$ cat config.mk
export PLATFORM = sky130hd
export DESIGN_NAME = wb_bus_splitter_n_flat
export DESIGN_NICKNAME = d
export VERILOG_FILES = /design/src/rtl/wb_bus_splitter_n_if.sv /design/src/rtl/wb_bus_splitter_n.sv /design/src/flat_wrapper.sv
export SDC_FILE = /design/constraint.sdc
export NUM_CORES = 1
export LEC_CHECK = 0
export CORE_AREA = 2 2 127 129
export CTS_CLUSTER_DIAMETER = 60
export DETAILED_ROUTE_END_ITERATION = 12
export DIE_AREA = 0 0 129 131
export GPL_TIMING_DRIVEN = 0
export PLACE_DENSITY = 0.66
export RECOVER_POWER = 100
export SYNTH_ARGS = -nofsm -noshare
export SYNTH_HDL_FRONTEND = slang
export SYNTH_SLANG_ARGS = --single-unit
export TNS_END_PERCENT = 1
$ cat constraint.sdc
create_clock -name wb_clk_i -period 3.2 [get_ports wb_clk_i]
set_clock_uncertainty 0.15 [all_clocks]
set_input_delay 0.64 -clock wb_clk_i [delete_from_list [all_inputs] [get_ports wb_clk_i]]
set_output_delay 0.64 -clock wb_clk_i [all_outputs]
set_load 0.005 [all_outputs]
$ cat src/rtl/wb_bus_splitter_n_if.sv
// Wishbone signal bundle between the upstream master, the splitter and its N slaves.
// The splitter uses the "slave" view (it is the slave of the upstream master); the environment uses "master".
interface wb_bus_splitter_n_if #(
  parameter int N_SLAVES = 4
);
  logic [31:0]            m_adr_i;
  logic [31:0]            m_dat_i;
  logic [3:0]             m_sel_i;
  logic                   m_we_i;
  logic                   m_stb_i;
  logic                   m_cyc_i;
  logic [31:0]            m_dat_o;
  logic                   m_ack_o;
  logic                   m_err_o;
  logic [31:0]            s_adr_o;
  logic [31:0]            s_dat_o;
  logic [3:0]             s_sel_o;
  logic                   s_we_o;
  logic [N_SLAVES-1:0]    s_cyc_o;
  logic [N_SLAVES-1:0]    s_stb_o;
  logic [32*N_SLAVES-1:0] s_dat_i;
  logic [N_SLAVES-1:0]    s_ack_i;

  modport slave (
    input  m_adr_i, m_dat_i, m_sel_i, m_we_i, m_stb_i, m_cyc_i, s_dat_i, s_ack_i,
    output m_dat_o, m_ack_o, m_err_o, s_adr_o, s_dat_o, s_sel_o, s_we_o, s_cyc_o, s_stb_o
  );

  modport master (
    output m_adr_i, m_dat_i, m_sel_i, m_we_i, m_stb_i, m_cyc_i, s_dat_i, s_ack_i,
    input  m_dat_o, m_ack_o, m_err_o, s_adr_o, s_dat_o, s_sel_o, s_we_o, s_cyc_o, s_stb_o
  );
endinterface

$ cat src/rtl/wb_bus_splitter_n.sv
// N-slave Wishbone B4 classic splitter: base+window decode, registered slave select,
// error response for unmapped addresses and for slaves that never acknowledge.
module wb_bus_splitter_n #(
  parameter int          N_SLAVES        = 4,
  parameter logic [31:0] BASE_ADDR       = 32'h3000_0000,
  parameter logic [31:0] SLAVE_ADDR_SIZE = 32'h0001_0000,
  parameter int          TIMEOUT_CYCLES  = 255
) (
  input  logic               wb_clk_i,
  input  logic               wb_rst_ni,
  wb_bus_splitter_n_if.slave bus,
  output logic               timeout_o,
  output logic [7:0]         err_cnt_o
);

  localparam int          SEL_W     = (N_SLAVES > 1) ? $clog2(N_SLAVES) : 1;
  localparam int          WIN_SHIFT = $clog2(SLAVE_ADDR_SIZE);
  localparam logic [32:0] END_ADDR  = {1'b0, BASE_ADDR} + 33'(N_SLAVES) * {1'b0, SLAVE_ADDR_SIZE};
  localparam logic [15:0] CNT_LAST  = 16'(TIMEOUT_CYCLES - 1);

  typedef enum logic [1:0] {ST_IDLE, ST_ACTIVE, ST_RESP, ST_ERR} state_e;

  state_e              r_state, w_next;
  logic [SEL_W-1:0]    r_sel;
  logic [15:0]         r_cnt;
  logic [31:0]         r_dat;
  logic                r_timeout;
  logic [7:0]          r_err_cnt;

  logic                w_hit;
  logic [SEL_W-1:0]    w_idx;
  logic                w_ack_sel;
  logic                w_latch, w_capture, w_to_err, w_timeout;
  logic [N_SLAVES-1:0] w_strobe;

  // 33-bit compare so a window that ends exactly at 2^32 cannot wrap to a false hit.
  assign w_hit     = ({1'b0, bus.m_adr_i} >= {1'b0, BASE_ADDR}) && ({1'b0, bus.m_adr_i} < END_ADDR);
  assign w_idx     = SEL_W'((bus.m_adr_i - BASE_ADDR) >> WIN_SHIFT);
  assign w_ack_sel = bus.s_ack_i[r_sel];

  // NOTE: state registers use non-blocking assignments so every flop samples pre-edge values.
  always_ff @(posedge wb_clk_i or negedge wb_rst_ni) begin
    if (!wb_rst_ni) r_state <= ST_IDLE;
    else            r_state <= w_next;
  end

  // NOTE: every signal driven here gets a default first, so no path can infer a latch.
  always_comb begin
    w_next    = r_state;
    w_latch   = 1'b0;
    w_capture = 1'b0;
    w_to_err  = 1'b0;
    w_timeout = 1'b0;
    unique case (r_state)
      ST_IDLE: begin
        if (bus.m_cyc_i && bus.m_stb_i) begin
          if (w_hit) begin
            w_latch = 1'b1;
            w_next  = ST_ACTIVE;
          end else begin
            w_to_err = 1'b1;
            w_next   = ST_ERR;
          end
        end
      end
      ST_ACTIVE: begin
        // Abort beats ack, and ack beats a timeout landing on the same cycle.
        if (!bus.m_cyc_i) begin
          w_next = ST_IDLE;
        end else if (w_ack_sel) begin
          w_capture = 1'b1;
          w_next    = ST_RESP;
        end else if (r_cnt == CNT_LAST) begin
          w_to_err  = 1'b1;
          w_timeout = 1'b1;
          w_next    = ST_ERR;
        end
      end
      ST_RESP: w_next = ST_IDLE;
      ST_ERR:  w_next = ST_IDLE;
      default: w_next = ST_IDLE;
    endcase
  end

  always_ff @(posedge wb_clk_i or negedge wb_rst_ni) begin
    if (!wb_rst_ni) begin
      r_sel     <= '0;
      r_cnt     <= '0;
      r_dat     <= '0;
      r_timeout <= 1'b0;
      r_err_cnt <= '0;
    end else begin
      r_timeout <= w_timeout;
      if (w_latch) begin
        r_sel <= w_idx;
        r_cnt <= '0;
      end else if (r_state == ST_ACTIVE) begin
        r_cnt <= r_cnt + 16'd1;
      end
      if (w_capture)     r_dat <= bus.s_dat_i[32*r_sel +: 32];
      else if (w_to_err) r_dat <= '0;
      if (w_to_err && (r_err_cnt != 8'hFF)) r_err_cnt <= r_err_cnt + 8'd1;
    end
  end

  always_comb begin
    w_strobe = '0;
    if (r_state == ST_ACTIVE) w_strobe[r_sel] = 1'b1;
  end

  assign bus.s_cyc_o = w_strobe;
  assign bus.s_stb_o = w_strobe;
  assign bus.s_adr_o = bus.m_adr_i;
  assign bus.s_dat_o = bus.m_dat_i;
  assign bus.s_sel_o = bus.m_sel_i;
  assign bus.s_we_o  = bus.m_we_i;
  assign bus.m_dat_o = r_dat;
  assign bus.m_ack_o = (r_state == ST_RESP);
  assign bus.m_err_o = (r_state == ST_ERR);
  assign timeout_o   = r_timeout;
  assign err_cnt_o   = r_err_cnt;

endmodule

$ cat src/flat_wrapper.sv
// flat-port wrapper written by rule: the top's interface ports become plain ports
module wb_bus_splitter_n_flat 
#(
  parameter int          N_SLAVES        = 4,
  parameter logic [31:0] BASE_ADDR       = 32'h3000_0000,
  parameter logic [31:0] SLAVE_ADDR_SIZE = 32'h0001_0000,
  parameter int          TIMEOUT_CYCLES  = 255
)
  (wb_clk_i, wb_rst_ni, timeout_o, err_cnt_o, bus_m_adr_i, bus_m_dat_i, bus_m_sel_i, bus_m_we_i, bus_m_stb_i, bus_m_cyc_i, bus_s_dat_i, bus_s_ack_i, bus_m_dat_o, bus_m_ack_o, bus_m_err_o, bus_s_adr_o, bus_s_dat_o, bus_s_sel_o, bus_s_we_o, bus_s_cyc_o, bus_s_stb_o);
  wb_bus_splitter_n_if #(.N_SLAVES(N_SLAVES)) bus_i ();
  input  logic wb_clk_i;
  input  logic wb_rst_ni;
  output logic timeout_o;
  output logic [7:0] err_cnt_o;
  input wire logic [$bits(bus_i.m_adr_i)-1:0] bus_m_adr_i;
  input wire logic [$bits(bus_i.m_dat_i)-1:0] bus_m_dat_i;
  input wire logic [$bits(bus_i.m_sel_i)-1:0] bus_m_sel_i;
  input wire logic [$bits(bus_i.m_we_i)-1:0] bus_m_we_i;
  input wire logic [$bits(bus_i.m_stb_i)-1:0] bus_m_stb_i;
  input wire logic [$bits(bus_i.m_cyc_i)-1:0] bus_m_cyc_i;
  input wire logic [$bits(bus_i.s_dat_i)-1:0] bus_s_dat_i;
  input wire logic [$bits(bus_i.s_ack_i)-1:0] bus_s_ack_i;
  output wire logic [$bits(bus_i.m_dat_o)-1:0] bus_m_dat_o;
  output wire logic [$bits(bus_i.m_ack_o)-1:0] bus_m_ack_o;
  output wire logic [$bits(bus_i.m_err_o)-1:0] bus_m_err_o;
  output wire logic [$bits(bus_i.s_adr_o)-1:0] bus_s_adr_o;
  output wire logic [$bits(bus_i.s_dat_o)-1:0] bus_s_dat_o;
  output wire logic [$bits(bus_i.s_sel_o)-1:0] bus_s_sel_o;
  output wire logic [$bits(bus_i.s_we_o)-1:0] bus_s_we_o;
  output wire logic [$bits(bus_i.s_cyc_o)-1:0] bus_s_cyc_o;
  output wire logic [$bits(bus_i.s_stb_o)-1:0] bus_s_stb_o;
  assign bus_i.m_adr_i = bus_m_adr_i;
  assign bus_i.m_dat_i = bus_m_dat_i;
  assign bus_i.m_sel_i = bus_m_sel_i;
  assign bus_i.m_we_i = bus_m_we_i;
  assign bus_i.m_stb_i = bus_m_stb_i;
  assign bus_i.m_cyc_i = bus_m_cyc_i;
  assign bus_i.s_dat_i = bus_s_dat_i;
  assign bus_i.s_ack_i = bus_s_ack_i;
  assign bus_m_dat_o = bus_i.m_dat_o;
  assign bus_m_ack_o = bus_i.m_ack_o;
  assign bus_m_err_o = bus_i.m_err_o;
  assign bus_s_adr_o = bus_i.s_adr_o;
  assign bus_s_dat_o = bus_i.s_dat_o;
  assign bus_s_sel_o = bus_i.s_sel_o;
  assign bus_s_we_o = bus_i.s_we_o;
  assign bus_s_cyc_o = bus_i.s_cyc_o;
  assign bus_s_stb_o = bus_i.s_stb_o;
  wb_bus_splitter_n #(.N_SLAVES(N_SLAVES), .BASE_ADDR(BASE_ADDR), .SLAVE_ADDR_SIZE(SLAVE_ADDR_SIZE), .TIMEOUT_CYCLES(TIMEOUT_CYCLES)) u_core (.wb_clk_i(wb_clk_i), .wb_rst_ni(wb_rst_ni), .bus(bus_i), .timeout_o(timeout_o), .err_cnt_o(err_cnt_o));
endmodule
# [Yosys cells after proc, flatten, opt, wreduce, memory -nomap -nowiden]
# Index checks and enable logic that the tools add are counted.
[word_totals] inputBits=205 word_cells=58 reg_bits=61 out_inout_bits=120
[op_classes] eq_ne=7 n_reduce_logical=9 shift=1 add_sub_neg=3 magnitude_cmp=4 muxes=28
[op_table] operator="128-bit by 8-bit indexed part select with 32-bit output" n=1
[op_table] operator="32-bit two-way mux" n=2
[op_table] operator="32-bit by 30-bit greater-or-equal comparator with 1-bit output, second input constant" n=1
[op_table] operator="32-bit by 30-bit < comparator with 1-bit output, second input constant" n=1
[op_table] operator="16-bit two-way mux" n=2
[op_table] operator="18-bit by 1-bit subtractor with 18-bit output, second input constant" n=1
[op_table] operator="16-bit by 1-bit adder with 16-bit output, second input constant" n=1
[op_table] operator="16-bit by 8-bit equality test with 1-bit output, second input constant" n=1
[op_table] operator="1-bit two-way mux" n=14
[op_table] operator="2-bit two-way mux" n=5
[op_table] operator="8-bit by 1-bit adder with 8-bit output, second input constant" n=1
[op_table] operator="8-bit inequality test, second input constant" n=1
[op_table] operator="2-bit one-hot mux with 3 select lines" n=1
[op_table] operator="2-bit equality test, second input constant" n=2
[op_table] operator="1-bit logical AND" n=4
[op_table] operator="4-bit two-way mux" n=1
[op_table] operator="4-bit by 2-bit inequality test with 1-bit output, second input constant" n=1
[op_table] operator="2-bit nonzero test" n=2
[op_table] operator="2-bit by 3-bit < comparator with 1-bit output, second input constant" n=1
[op_table] operator="1-bit binary-select mux with 2-bit select" n=1
[op_table] operator="1-bit demux with 2-bit select" n=1
[op_table] operator="2-bit by 1-bit equality test with 1-bit output, second input constant" n=1
[op_table] operator="2-bit by 1-bit greater-or-equal comparator with 1-bit output, second input constant" n=1
[op_table] operator="2-bit zero test" n=1
[op_table] operator="other kinds (4)" n=4

# [Longest topological paths before layout]
# Gate-level depths: netlist (run 1).
[depth] ltp_word=7 depth_mapped=9 depth_no_buf=7

# [Worst setup path after synthesis (run 1)]
# Ideal clock, no wire load.
[synth_timing] path_kind="reg-to-reg" from="reg u_core.r_cnt[0]" to="reg u_core.r_err_cnt[1], in the netlist u_core.err_cnt_o[1]" required_ps=2925 synth_period_minus_slack_ps=2383 slack_ps=817 stages_incl_launch_ff=9 arrival_ps=2108 n_path_buf=1 path_cell_list="dfrtp_1 inv_1 ha_1 or4b_1 nor4_2 a31oi_1 buf_6 nor2_1 mux2_2"
[synth_between] elab_chain_len=6
[synth_lines] item="start: declaration" line="wb_bus_splitter_n.sv:25" source="logic [15:0] r_cnt;"
[synth_lines] item="start signal: assignment" line="wb_bus_splitter_n.sv:98" source="r_cnt <= r_cnt + 16'd1;"
[synth_lines] item="16-bit by 8-bit equality test with 1-bit output" line="wb_bus_splitter_n.sv:73" source="end else if (r_cnt == CNT_LAST) begin"
[synth_lines] item="1-bit two-way mux" line="wb_bus_splitter_n.sv:73"
[synth_lines] item="1-bit two-way mux" line="wb_bus_splitter_n.sv:70" source="end else if (w_ack_sel) begin"
[synth_lines] item="1-bit two-way mux" line="wb_bus_splitter_n.sv:68" source="if (!bus.m_cyc_i) begin"
[synth_lines] item="1-bit one-hot mux with 2 select lines" line="wb_bus_splitter_n.sv:54" source="unique case (r_state)"
[synth_lines] item="1-bit logical AND" line="wb_bus_splitter_n.sv:102" source="if (w_to_err && (r_err_cnt != 8'hFF)) r_err_cnt <= r_err_cnt + 8'd1;"
[synth_lines] item="end signal: assignment" line="wb_bus_splitter_n.sv:102"
[synth_lines] item="end: declaration" line="wb_bus_splitter_n.sv:28" source="logic [7:0] r_err_cnt;"
# Every way passes these cells.
# A chain may end at the register's enable or synchronous reset.

# [Worst setup path after layout (run 1)]
[layout_timing] from="reg u_core.r_sel[1]" to="out bus_s_stb_o[2]"
[layout_between] elab_chain_len=5 word_cells_on_any_way=6 cone_classes="order compare (2); mux (3); reduce/logical (1)"
[layout_lines] item="start: declaration" line="wb_bus_splitter_n.sv:24" source="logic [SEL_W-1:0] r_sel;"
[layout_lines] item="start signal: assignment" line="wb_bus_splitter_n.sv:95" source="r_sel <= w_idx;"
[layout_lines] item="2-bit by 3-bit < comparator with 1-bit output (implied by the code) or 2-bit by 1-bit greater-or-equal comparator with 1-bit output (tied branches)" line="wb_bus_splitter_n.sv:108" source="if (r_state == ST_ACTIVE) w_strobe[r_sel] = 1'b1;"
[layout_lines] item="1-bit logical AND (implied by the code)" line="wb_bus_splitter_n.sv:108"
[layout_lines] item="1-bit two-way mux (implied by the code)" line="wb_bus_splitter_n.sv:108"
[layout_lines] item="1-bit demux with 2-bit select (*)"
[layout_lines] item="4-bit two-way mux (*)" line="wb_bus_splitter_n.sv:108"
[layout_lines] item="end: declaration" line="flat_wrapper.sv:31" source="output wire logic [$bits(bus_i.s_stb_o)-1:0] bus_s_stb_o;"
# Mark *: on every way between the ends. The rest lies on a longest branch, timed or not.

==> impl_results.md, run 1 <==
- Worst EP required: 2410 ps
- Drt pass-1 iters: 4
- First-pass GRT wire length: 20.8 mm
- Die Height: 131 microns
- 1st-iter DRT viols: 115
- Number of buffers created by CTS: 9
- Via count of the routed design: 4088
- Syn avg cell area: 10.1 sq um
- Vias per cell: 4.51
- Initial antenna violation count: 0
- Routed len/inst: 15.5 microns
- N_diodes: 0
- Final setup violation count: 0
- All-Layer GR Usage: 15.9%
- Async set or reset register ratio after synthesis: 100%
- Fmax: 333 MHz
- Cells after Synth: 404
- Outcome: finished with violations
- Max_slew headroom: -10.4%
- Root Buffer: clkbuf_16
- Largest area contributor in the netlist: dfrtp_1
- Final instance area: 7360 sq um
- Most common cell after layout, fill and taps aside: clkdlybuf4s50_1
- H-tree levels: 3
- Vias in the first global route: 4124
- Failing checks: max-capacitance violations, max-slew violations
- Overflow after GRT: 0
- Largest net degree at the start of global routing: 32
- RePlAce Congestion: 0.748
- Ys flop type: dfrtp_1
- Post-synth EDFFs: 0
- CP Launch Type: flip-flop
- VDD IR max: 237 uV
- Post-layout min period: 3000 ps
- Post-CTS Setup Bufs: 0
- Final wirelength: 14.0 mm
- Synthesized area: 4070 sq um
- Max Root-Sink Buffers: 2
- Actual slew at the worst max-slew pin: 1660 ps
- CP max-delay cell: clkdlybuf4s50_1
- Hold Slack: 328 ps
- Worst path max stage delay: 480 ps
- Clk_lat worst skew: 320 ps
- Arr. time, crit path: 2210 ps
- Die area: 16900 sq um
- Syn Nets: 612
- Max Slew Vio Count: 32
- Boundary Pins: 325
- Hold buffer count at cts: 0
- Final Hold Vio Count: 0
- Final period util: 93.8%
- Final std cells w/o fill: 907
- RSZ-0062 raised after global routing: no
- FP Rows: 46
- PD cells: 385 nW/um^2
- Nets: 894
- Top cell type's share of synthesized area: 37.5%
- IO buf count: 271
- Post-synthesis cell type count: 37
- Chain of cells forming the critical path: buf_2, buf_2, nor3b_1, buf_4, clkdlybuf4s50_1
- Placed insts: 892
- Post-detailed-route count of antenna-violating nets: 0
- Final core utilization: 47.2%
- Initial core utilization: 26.1%
- Share of cells above drive strength 1: 19.7%
- CTS sink count: 61
- CTS tree: done
- DIE WIDTH: 129 microns
- Max-Cap Viols: 1
- Layout area overhead: 81.0%
- Tightest Hold Check Type: reg2reg
- Post-DP HPWL: 11.9 mm
- Drc violations: 0
- Commonest cells after routing, fill and taps aside: clkdlybuf4s50_1, dlygate4sd3_1, nand2_1, buf_4, dfrtp_1
- Placed Instance Area: 7060 sq um
- Crit path top cell by count: buf_2
- Cell leakage power: 0.00332 uW
- Seq/Total Area, Yosys: 37.5%
- Reg clk slew, reported paths: 60 ps
- Largest cells by area after synthesis: dfrtp_1, mux4_2, buf_4, nand2_1, nand3_1
- Type of destination of the critical path: primary output
- Critical path class: reg2out
- CP bufs+invs: 4
- Worst Path Max Fanout: 10
- CORE AREA: 15600 sq um
- Largest delay share family, worst path: buffers and inverters
- Yosys reg bits: 61
- Yosys warning total: 0
## per-layer routing
metal | global-route usage, % | vias to the layer above | routed length [microns]
met4 | 3.45 | 0 | 87
met3 | 4.80 | 4 | 1160
met2 | 30.9 | 186 | 7810
met5 | 0 | - | 0
met1 | 16.9 | 1979 | 4950
li1 | - | 1919 | -
## worst reg2reg max path: stages, from the launching register on
cell	delay, ps
dfrtp_1	440
inv_1	90
ha_1	160
or4b_1	430
nor4_1	390
a31oi_1	220
buf_6	190
nor2_1	190
mux2_2	350
## cells by family (layout without fill, tap and decap cells)
kind of cell,Yosys count,count (layout),share of synthesized area (%)
and+or+nand+nor,178,178,20.6
buffers and inverters,97,384,16.0
DFF,61,61,37.5
muxes,49,49,22.4
AOI/OAI and AO/OA,12,12,1.72
xor gates and xnor gates,4,4,0.861
adders and majority gates,3,3,0.923
## through the flow
stage	TNS, ps	total power, uW	worst slack (ps)
after floorplan	0	1320	817
after detailed placement	0	1880	7.73
after CTS	0	2930	144
after global placement	-34280	1840	-566
after global routing	0	3010	23.3
final	0	2830	200
## synthesized netlist by cell type, types with 2 or more instances
| cell | number |
|---|---|
| a31oi_1 | 2 |
| and3_1 | 6 |
| buf_1 | 2 |
| buf_2 | 3 |
| buf_4 | 73 |
| clkbuf_1 | 15 |
| dfrtp_1 | 61 |
| ha_1 | 3 |
| inv_1 | 3 |
| mux2_2 | 6 |
| mux2i_1 | 10 |
| mux4_2 | 33 |
| nand2_1 | 90 |
| nand2b_1 | 3 |
| nand3_1 | 42 |
| nand4_1 | 4 |
| nor2_1 | 10 |
| nor2b_1 | 2 |
| nor3_1 | 3 |
| nor3b_1 | 2 |
| nor4_1 | 3 |
| nor4b_1 | 2 |
| o21ai_0 | 7 |
| or3_1 | 2 |
| or4_1 | 2 |
| xor2_1 | 4 |
## sequential cells by signal (all words and copies together), names as in the netlist
name                flops
u_core.bus.m_dat_o     32
u_core.r_cnt           16
u_core.err_cnt_o        8
u_core.r_sel            2
u_core.r_state          2
u_core.timeout_o        1
## cell type report
cell class / count / area, sq um
Sequential cell: 61 / 1530
Tap cell: 216 / 270
Clock inverter: 5 / 85.1
Buffer: 93 / 637
Fill cell: 1477 / 8240
Clock buffer: 11 / 233
Timing Repair Buffer: 272 / 2710
Inverter: 3 / 11.3
Multi-Input combinational cell: 246 / 1880
## worst paths after layout
kind | slack, ps | endpoint | startpoint | depth (start not counted)
hold / removal | 330 | u_core.err_cnt_o[5] | u_core.err_cnt_o[5] | 1
setup / recovery | 200 | bus_s_stb_o[2] | u_core.r_sel[1] | 5
max in group asynchronous | 710 | u_core.r_sel[0] | wb_rst_ni | 2
setup reg to reg | 460 | u_core.err_cnt_o[1] | u_core.r_cnt[0] | 8
hold reg to reg | 330 | u_core.err_cnt_o[5] | u_core.err_cnt_o[5] | 1
min in group asynchronous | 580 | u_core.bus.m_dat_o[4] | wb_rst_ni | 1
## power breakdown
part           switching [uW]  internal [uW]
Clock                     346            685
Sequential                126            897
Combinational             265            512
Total                     738           2090
## what timing repair did
| action | in CTS | in global routing |
|---|---|---|
| setup endpoints to repair | 8 | 1 |
| gates resized for setup | 3 | 1 |
| gates cloned | 0 | 0 |
Note: power is estimated with default switching activity, not from simulation.
==> run 2: changes to the inputs <==
--- a/config.mk
+++ b/config.mk
@@ -5,12 +5,13 @@
 export SDC_FILE = /design/constraint.sdc
 export NUM_CORES = 1
 export LEC_CHECK = 0
-export CORE_AREA = 2 2 127 129
+export ABC_AREA = 1
+export CORE_AREA = 2 2 128 130
 export CTS_CLUSTER_DIAMETER = 60
 export DETAILED_ROUTE_END_ITERATION = 12
-export DIE_AREA = 0 0 129 131
+export DIE_AREA = 0 0 130 132
 export GPL_TIMING_DRIVEN = 0
-export PLACE_DENSITY = 0.66
+export PLACE_DENSITY = 0.67
 export RECOVER_POWER = 100
 export SYNTH_ARGS = -nofsm -noshare
 export SYNTH_HDL_FRONTEND = slang
==> run 2 against run 1 <==
Against the previous run: the run still ends with max-capacitance violations, max-slew violations left; largest power group unchanged; register-to-register slack gained 250 ps; sequential power shrank 3%; sequential share of layout area shrank 0.56 points; combinational power shrank 6.3%; non-clock buffer count grew 7; maximum frequency grew 2.7%; clock power grew 5%; synthesized cell count grew 38%; area after synthesis grew 5.3%; flip-flop and latch count is the same; cell count grew 17%; critical path type unchanged.
==> impl_results.md, run 2 <==
- First-pass GRT wire length: 25.1 mm
- Synthesized area: 4280 sq um
- Worst EP required: 2410 ps
- Final wirelength: 16.2 mm
- Syn avg cell area: 7.67 sq um
- Syn Nets: 766
- Post-synth EDFFs: 0
- Boundary Pins: 325
- Dpl ws: 633 ps
- Seq pwr share: 35.3%
- 1st-iter DRT viols: 192
- Vias in the first global route: 4762
- CTS tree: done
- Combinational share of power: 26.1%
- CP Launch Type: flip-flop
- Root Buffer: clkbuf_16
- Drt pass-1 iters: 4
- Ys flop type: dfrtp_1
- H-tree levels: 3
- Combined area of the multi-input logic cells: 1920 sq um
- Clock Power Share: 38.7%
- Largest delay share family, worst path: buffers and inverters
- Drc violations: 0
- CP bufs+invs: 4
- IO buf count: 271
- Filler Cell Count: 1574
- Internal: 2070 uW
- Max Slew Vio Count: 62
- CP max-delay cell: clkdlybuf4s50_1
- Die area: 17200 sq um
- Number of buffers created by CTS: 9
- Failing checks: max-capacitance violations, max-slew violations
- All-Layer GR Usage: 19.0%
- Critical path class: reg2out
- Synth top cells by count: nand2_1, buf_4, dfrtp_1, nand4_1, nor2_1
- Post-DP HPWL: 13.0 mm
- Cells after Synth: 558
- Type of destination of the critical path: primary output
- Worst Path Max Fanout: 10
- Largest area contributor in the netlist: dfrtp_1
- Outcome: finished with violations
- Clk_lat worst skew: 330 ps
- Largest cells by area after synthesis: dfrtp_1, nand2_1, buf_4, a31o_1, a22oi_1
- Register Area: 1530 sq um
- Via count of the routed design: 4790
- Final period util: 91.3%
- Max Root-Sink Buffers: 2
- VDD IR max: 266 uV
- Die Height: 132 microns
- Post-Synth XOR/XNOR Area: 1.23%
- Final instance area: 7560 sq um
- Cell leakage power: 0.00363 uW
- Nets: 1048
- Async set or reset register ratio after synthesis: 100%
- Max_slew headroom: -10.5%
- Yosys reg bits: 61
- Routed len/inst: 15.3 microns
- Final setup violation count: 0
- Most numerous cell in the Yosys netlist: nand2_1
- Yosys warning total: 0
- Multiplexer area fraction after synthesis: 0.935%
- Post-synthesis compound-gate area fraction: 14.0%
- Max reg flops: 32
- PD cells: 370 nW/um^2
- Initial core utilization: 27.2%
- Final Hold Vio Count: 0
- Post-synthesis cell type count: 32
- Vias per cell: 4.51
- Post-Synth Simple-Gate Area: 28.4%
- Tightest Hold Check Type: reg2reg
- N_diodes: 0
- Share of cells above drive strength 1: 14.0%
- Commonest cells after routing, fill and taps aside: nand2_1, clkdlybuf4s50_1, dlygate4sd3_1, buf_4, dfrtp_1
- Post-Synth Adder-Cell Area: 0.877%
- Largest net degree at the start of global routing: 62
- Seq/Total Area, Yosys: 35.7%
- RSZ-0062 raised after global routing: no
- Hold buffer count at cts: 0
- DIE WIDTH: 130 microns
- Most common cell after layout, fill and taps aside: nand2_1
- Layout area overhead: 76.5%
- Fmax: 342 MHz
- Largest family of logic cells by synthesized area: simple AND/OR/NAND/NOR gates
- Post-detailed-route count of antenna-violating nets: 0
- Post-cts gate resize count: 0
- Top cell type's share of synthesized area: 35.7%
- Post-layout min period: 2920 ps
- CTS sink count: 61
- Overflow after GRT: 0
- Max-Cap Viols: 1
- Final Worst Setup Slack: 278 ps
- Placed Instance Area: 7260 sq um
- Initial antenna violation count: 0
- Arr. time, crit path: 2130 ps
- CORE AREA: 15700 sq um
- Worst path max stage delay: 490 ps
- Chain of cells forming the critical path: inv_1, nand2_1, clkbuf_1, nor3_1, buf_4, clkdlybuf4s50_1
- Net Sw Frac: 26.0%
- Actual slew at the worst max-slew pin: 1660 ps
- Reg clk slew, reported paths: 50 ps
- RePlAce Congestion: 0.805
- Post-CTS Setup Bufs: 0
- FP Rows: 46
- Psw: 726 uW
[run 2: logic make-up (layout without fill, tap and decap cells)]
logic type | Yosys count | count (layout)
buffers and inverters | 126 | 413
AND/OR/NAND/NOR | 278 | 278
adder cells (fa/ha/maj) | 3 | 3
flip-flops | 61 | 61
multiplexers | 4 | 4
AO/OA/AOI/OAI | 80 | 80
XOR/XNOR | 6 | 6
[run 2: metal layers]
layer / up-vias / track usage (%) / wire (microns) / part of all wire (%)
met4: 0 / 4.06 / 210 / 1.3
li1: 2388 / - / - / -
met2: 216 / 33.0 / 8170 / 50
met3: 16 / 7.47 / 1510 / 9.3
met5: - / 0 / 0 / 0
met1: 2170 / 21.9 / 6350 / 39
[run 2: path summary, 6_finish.rpt]
check	from	endpoint	slack (ps)	depth (start not counted)
worst min register to register	u_core.bus.m_dat_o[30]	u_core.bus.m_dat_o[30]	360	2
max in group asynchronous	wb_rst_ni	u_core.bus.m_dat_o[0]	1340	1
min in group asynchronous	wb_rst_ni	u_core.r_cnt[3]	580	1
worst min-delay path	u_core.bus.m_dat_o[30]	u_core.bus.m_dat_o[30]	360	2
worst max register to register	u_core.r_cnt[0]	u_core.err_cnt_o[1]	710	10
worst max-delay path	u_core.r_state[1]	bus_s_stb_o[0]	280	6
[run 2: worst min-delay path, stage by stage (launching register included)]
cell and delay (ps):
dfrtp_1 330, nand4_1 90, nand2_1 60
[run 2: through the flow]
| stage | hold WS, ps | util (%) | TNS (ps) | std cells | total power (uW) |
|---|---|---|---|---|---|
| floorplan | 194 | - | 0 | 558 | 1280 |
| global placement | 352 | 46.2 | -53620 | 1045 | 1770 |
| detailed placement | 359 | 46.2 | 0 | 1045 | 1790 |
| CTS | 288 | 48.3 | 0 | 1061 | 2890 |
| global route | 388 | 48.1 | 0 | 1061 | 2960 |
| finish | 361 | 48.1 | 0 | 1061 | 2790 |
[run 2: power groups by stage]
stage	clock network, uW	logic [uW]	registers, uW
final	1080	728	985
after floorplan	0	295	986
after CTS	1110	789	988
after global routing	1140	808	1000
after detailed placement	0	787	999
after global placement	0	779	995
[run 2: layout make-up]
| cell class | count | share of cell area (%) |
|---|---|---|
| Buffer | 101 | 9.32 |
| Clock buffer | 12 | 3.39 |
| Clock inverter | 4 | 0.927 |
| Inverter | 25 | 1.31 |
| Multi-Input combinational cell | 371 | 25.4 |
| Sequential cell | 61 | 20.2 |
| Tap cell | 216 | 3.58 |
| Timing Repair Buffer | 271 | 35.8 |
==> run 3: changes to the inputs <==
--- a/config.mk
+++ b/config.mk
@@ -6,12 +6,12 @@
 export NUM_CORES = 1
 export LEC_CHECK = 0
 export ABC_AREA = 1
-export CORE_AREA = 2 2 128 130
+export CORE_MARGIN = 10
+export CORE_UTILIZATION = 35
 export CTS_CLUSTER_DIAMETER = 60
 export DETAILED_ROUTE_END_ITERATION = 12
-export DIE_AREA = 0 0 130 132
 export GPL_TIMING_DRIVEN = 0
-export PLACE_DENSITY = 0.67
+export PLACE_DENSITY = 0.83
 export RECOVER_POWER = 100
 export SYNTH_ARGS = -nofsm -noshare
 export SYNTH_HDL_FRONTEND = slang
==> run 3 against run 2 <==
Against the previous run: the run still ends with max-capacitance violations, max-slew violations left; count of clock-buffer cells in the layout is 1 higher; cell count is 6.3% lower; critical path depth stayed put.
==> impl_results.md, run 3 (synthesis gave the netlist of run 2 again) <==
- Via count of the routed design: 4832
- Placed insts: 976
- Cell leakage power: 0.00360 uW
- Met1 Wirelength: 6.66 mm
- Post-DP HPWL: 15.2 mm
- CP max-delay cell: dlygate4sd3_1
- Total design power: 2610 uW
- Drt pass-1 iters: 4
- Post-layout min period: 2990 ps
- Tightest Hold Check Type: reg2reg
- Vias per cell: 4.86
- Hold buffer count at cts: 0
- Share of cells above drive strength 1: 13.7%
- RSZ-0062 raised after global routing: no
- Root Buffer: clkbuf_16
- Worst path max stage delay: 580 ps
- FP Rows: 40
- R2R cell count: 10
- Post-cts gate resize count: 0
- Number of buffers created by CTS: 9
- Final Worst Setup Slack: 214 ps
- IO buf count: 271
- Max Slew Vio Count: 62
- Post-CTS Setup Bufs: 0
- Final wirelength: 18.5 mm
- CTS tree: done
- Hold Path Sink: u_core.bus.m_dat_o[10]
- Largest net degree at the start of global routing: 62
- First-pass GRT wire length: 26.9 mm
- Final setup violation count: 0
- Initial core utilization: 35.6%
- Routed len/inst: 18.6 microns
- R2R Setup Slk: 870 ps
- Boundary Pins: 325
- Final period util: 93.3%
- Arr. time, crit path: 2200 ps
- CP Launch Type: flip-flop
- Layout area overhead: 73.1%
- PD cells: 353 nW/um^2
- Outcome: finished with violations
- Failing checks: max-capacitance violations, max-slew violations
- Reg clk slew, reported paths: 50 ps
- Type of destination of the critical path: primary output
- Highest routing layer actually used: met4
- Most common cell after layout, fill and taps aside: nand2_1
- Hold Crit Depth: 2
- Chain of cells forming the critical path: inv_2, nand2_1, clkbuf_1, nor3_1, buf_4, dlygate4sd3_1
- Critical path class: reg2out
- Nets: 1048
- RePlAce Congestion: 0.872
- H-tree levels: 3
- Hold wc startpoint: u_core.bus.m_dat_o[10]
- Dpl ws: 638 ps
- DR WL met2: 9.43 mm
- Worst Path Max Fanout: 10
- DIE WIDTH: 131 microns
- CTS sink count: 61
- Post-detailed-route count of antenna-violating nets: 0
- Worst EP required: 2410 ps
- All-Layer GR Usage: 20.5%
- VDD IR max: 239 uV
- Final Hold Vio Count: 0
- Die area: 17100 sq um
- Met3 routed WL: 2.16 mm
- Critical R2R Launch: u_core.r_cnt[0]
- Die Height: 131 microns
- CORE AREA: 12000 sq um
- Final std cells w/o fill: 994
- Drc violations: 0
- Overflow after GRT: 0
- Fmax: 335 MHz
- Actual slew at the worst max-slew pin: 1600 ps
- Max-Cap Viols: 1
- Clk_lat worst skew: 340 ps
- Max Root-Sink Buffers: 2
- Commonest cells after routing, fill and taps aside: nand2_1, clkdlybuf4s50_1, dlygate4sd3_1, buf_4, dfrtp_1
- Max_slew headroom: -6.95%
- Worst r2r dst: u_core.err_cnt_o[3]
- Vias in the first global route: 4943
- 1st-iter DRT viols: 278
- Initial antenna violation count: 1
- Max reg flops: 32
[run 3: cell types whose count changed in the layout (fill, tap and decap cells not counted), moves of 2 or more]
cell	delta
clkdlybuf4s50_1	-3
diode_2	+3
dlygate4sd3_1	+3
bufinv_16	-2
clkbuf_1	+2
[run 3: worst max-delay path by stage]
stage	depth (start not counted)	startpoint	slack (ps)	to
CTS	6	u_core.r_state[1]	290	bus_s_stb_o[2]
detailed placement	3	bus_m_adr_i[21]	640	bus_s_adr_o[21]
floorplan	5	u_core.r_state[1]	1310	bus_s_stb_o[0]
finish	6	u_core.r_state[1]	210	bus_s_stb_o[1]
global route	6	u_core.r_state[1]	100	bus_s_stb_o[0]
global placement	1	wb_rst_ni	-780	u_core.bus.m_dat_o[26]
[run 3: final cells by class]
type                       instances  area, sq um
buffer                           101          704
inverter                          25         98.8
timing repair buffer             271         2710
fill                            1080         4600
tap                              147          184
clock inverter                     2         10.0
sequential                        61         1530
clock buffer                      13          250
antenna                            3         7.51
multi-input combinational        371         1920
[run 3: critical path: cells and delay by family (launching register included)]
kind	cells	cell delay, ps
flops	1	390
buf+inv	4	1170
simple gates	2	290
[run 3: routing by layer]
metal  track usage, %  up-vias
met5                0        -
met4             5.43        0
met3             10.4       12
met2             34.9      222
met1             22.1     2205
li1                 -     2393
[run 3: through the flow]
step | hold slack [ps] | setup TNS [ps] | area (sq um) | utilization (%)
after floorplan | 194 | 0 | 4280 | -
after global placement | 353 | -47250 | 7180 | 59.8
after detailed placement | 360 | 0 | 7170 | 59.7
after CTS | 280 | 0 | 7430 | 61.9
after global routing | 381 | 0 | 7410 | 61.7
final | 363 | 0 | 7410 | 61.7
[run 3: power breakdown]
| group | switching, uW | total [uW] | internal, uW | leakage [uW] |
|---|---|---|---|---|
| Clock | 349 | 888 | 538 | 0.000129 |
| Sequential | 101 | 985 | 884 | 0.000772 |
| Combinational | 278 | 740 | 462 | 0.00270 |
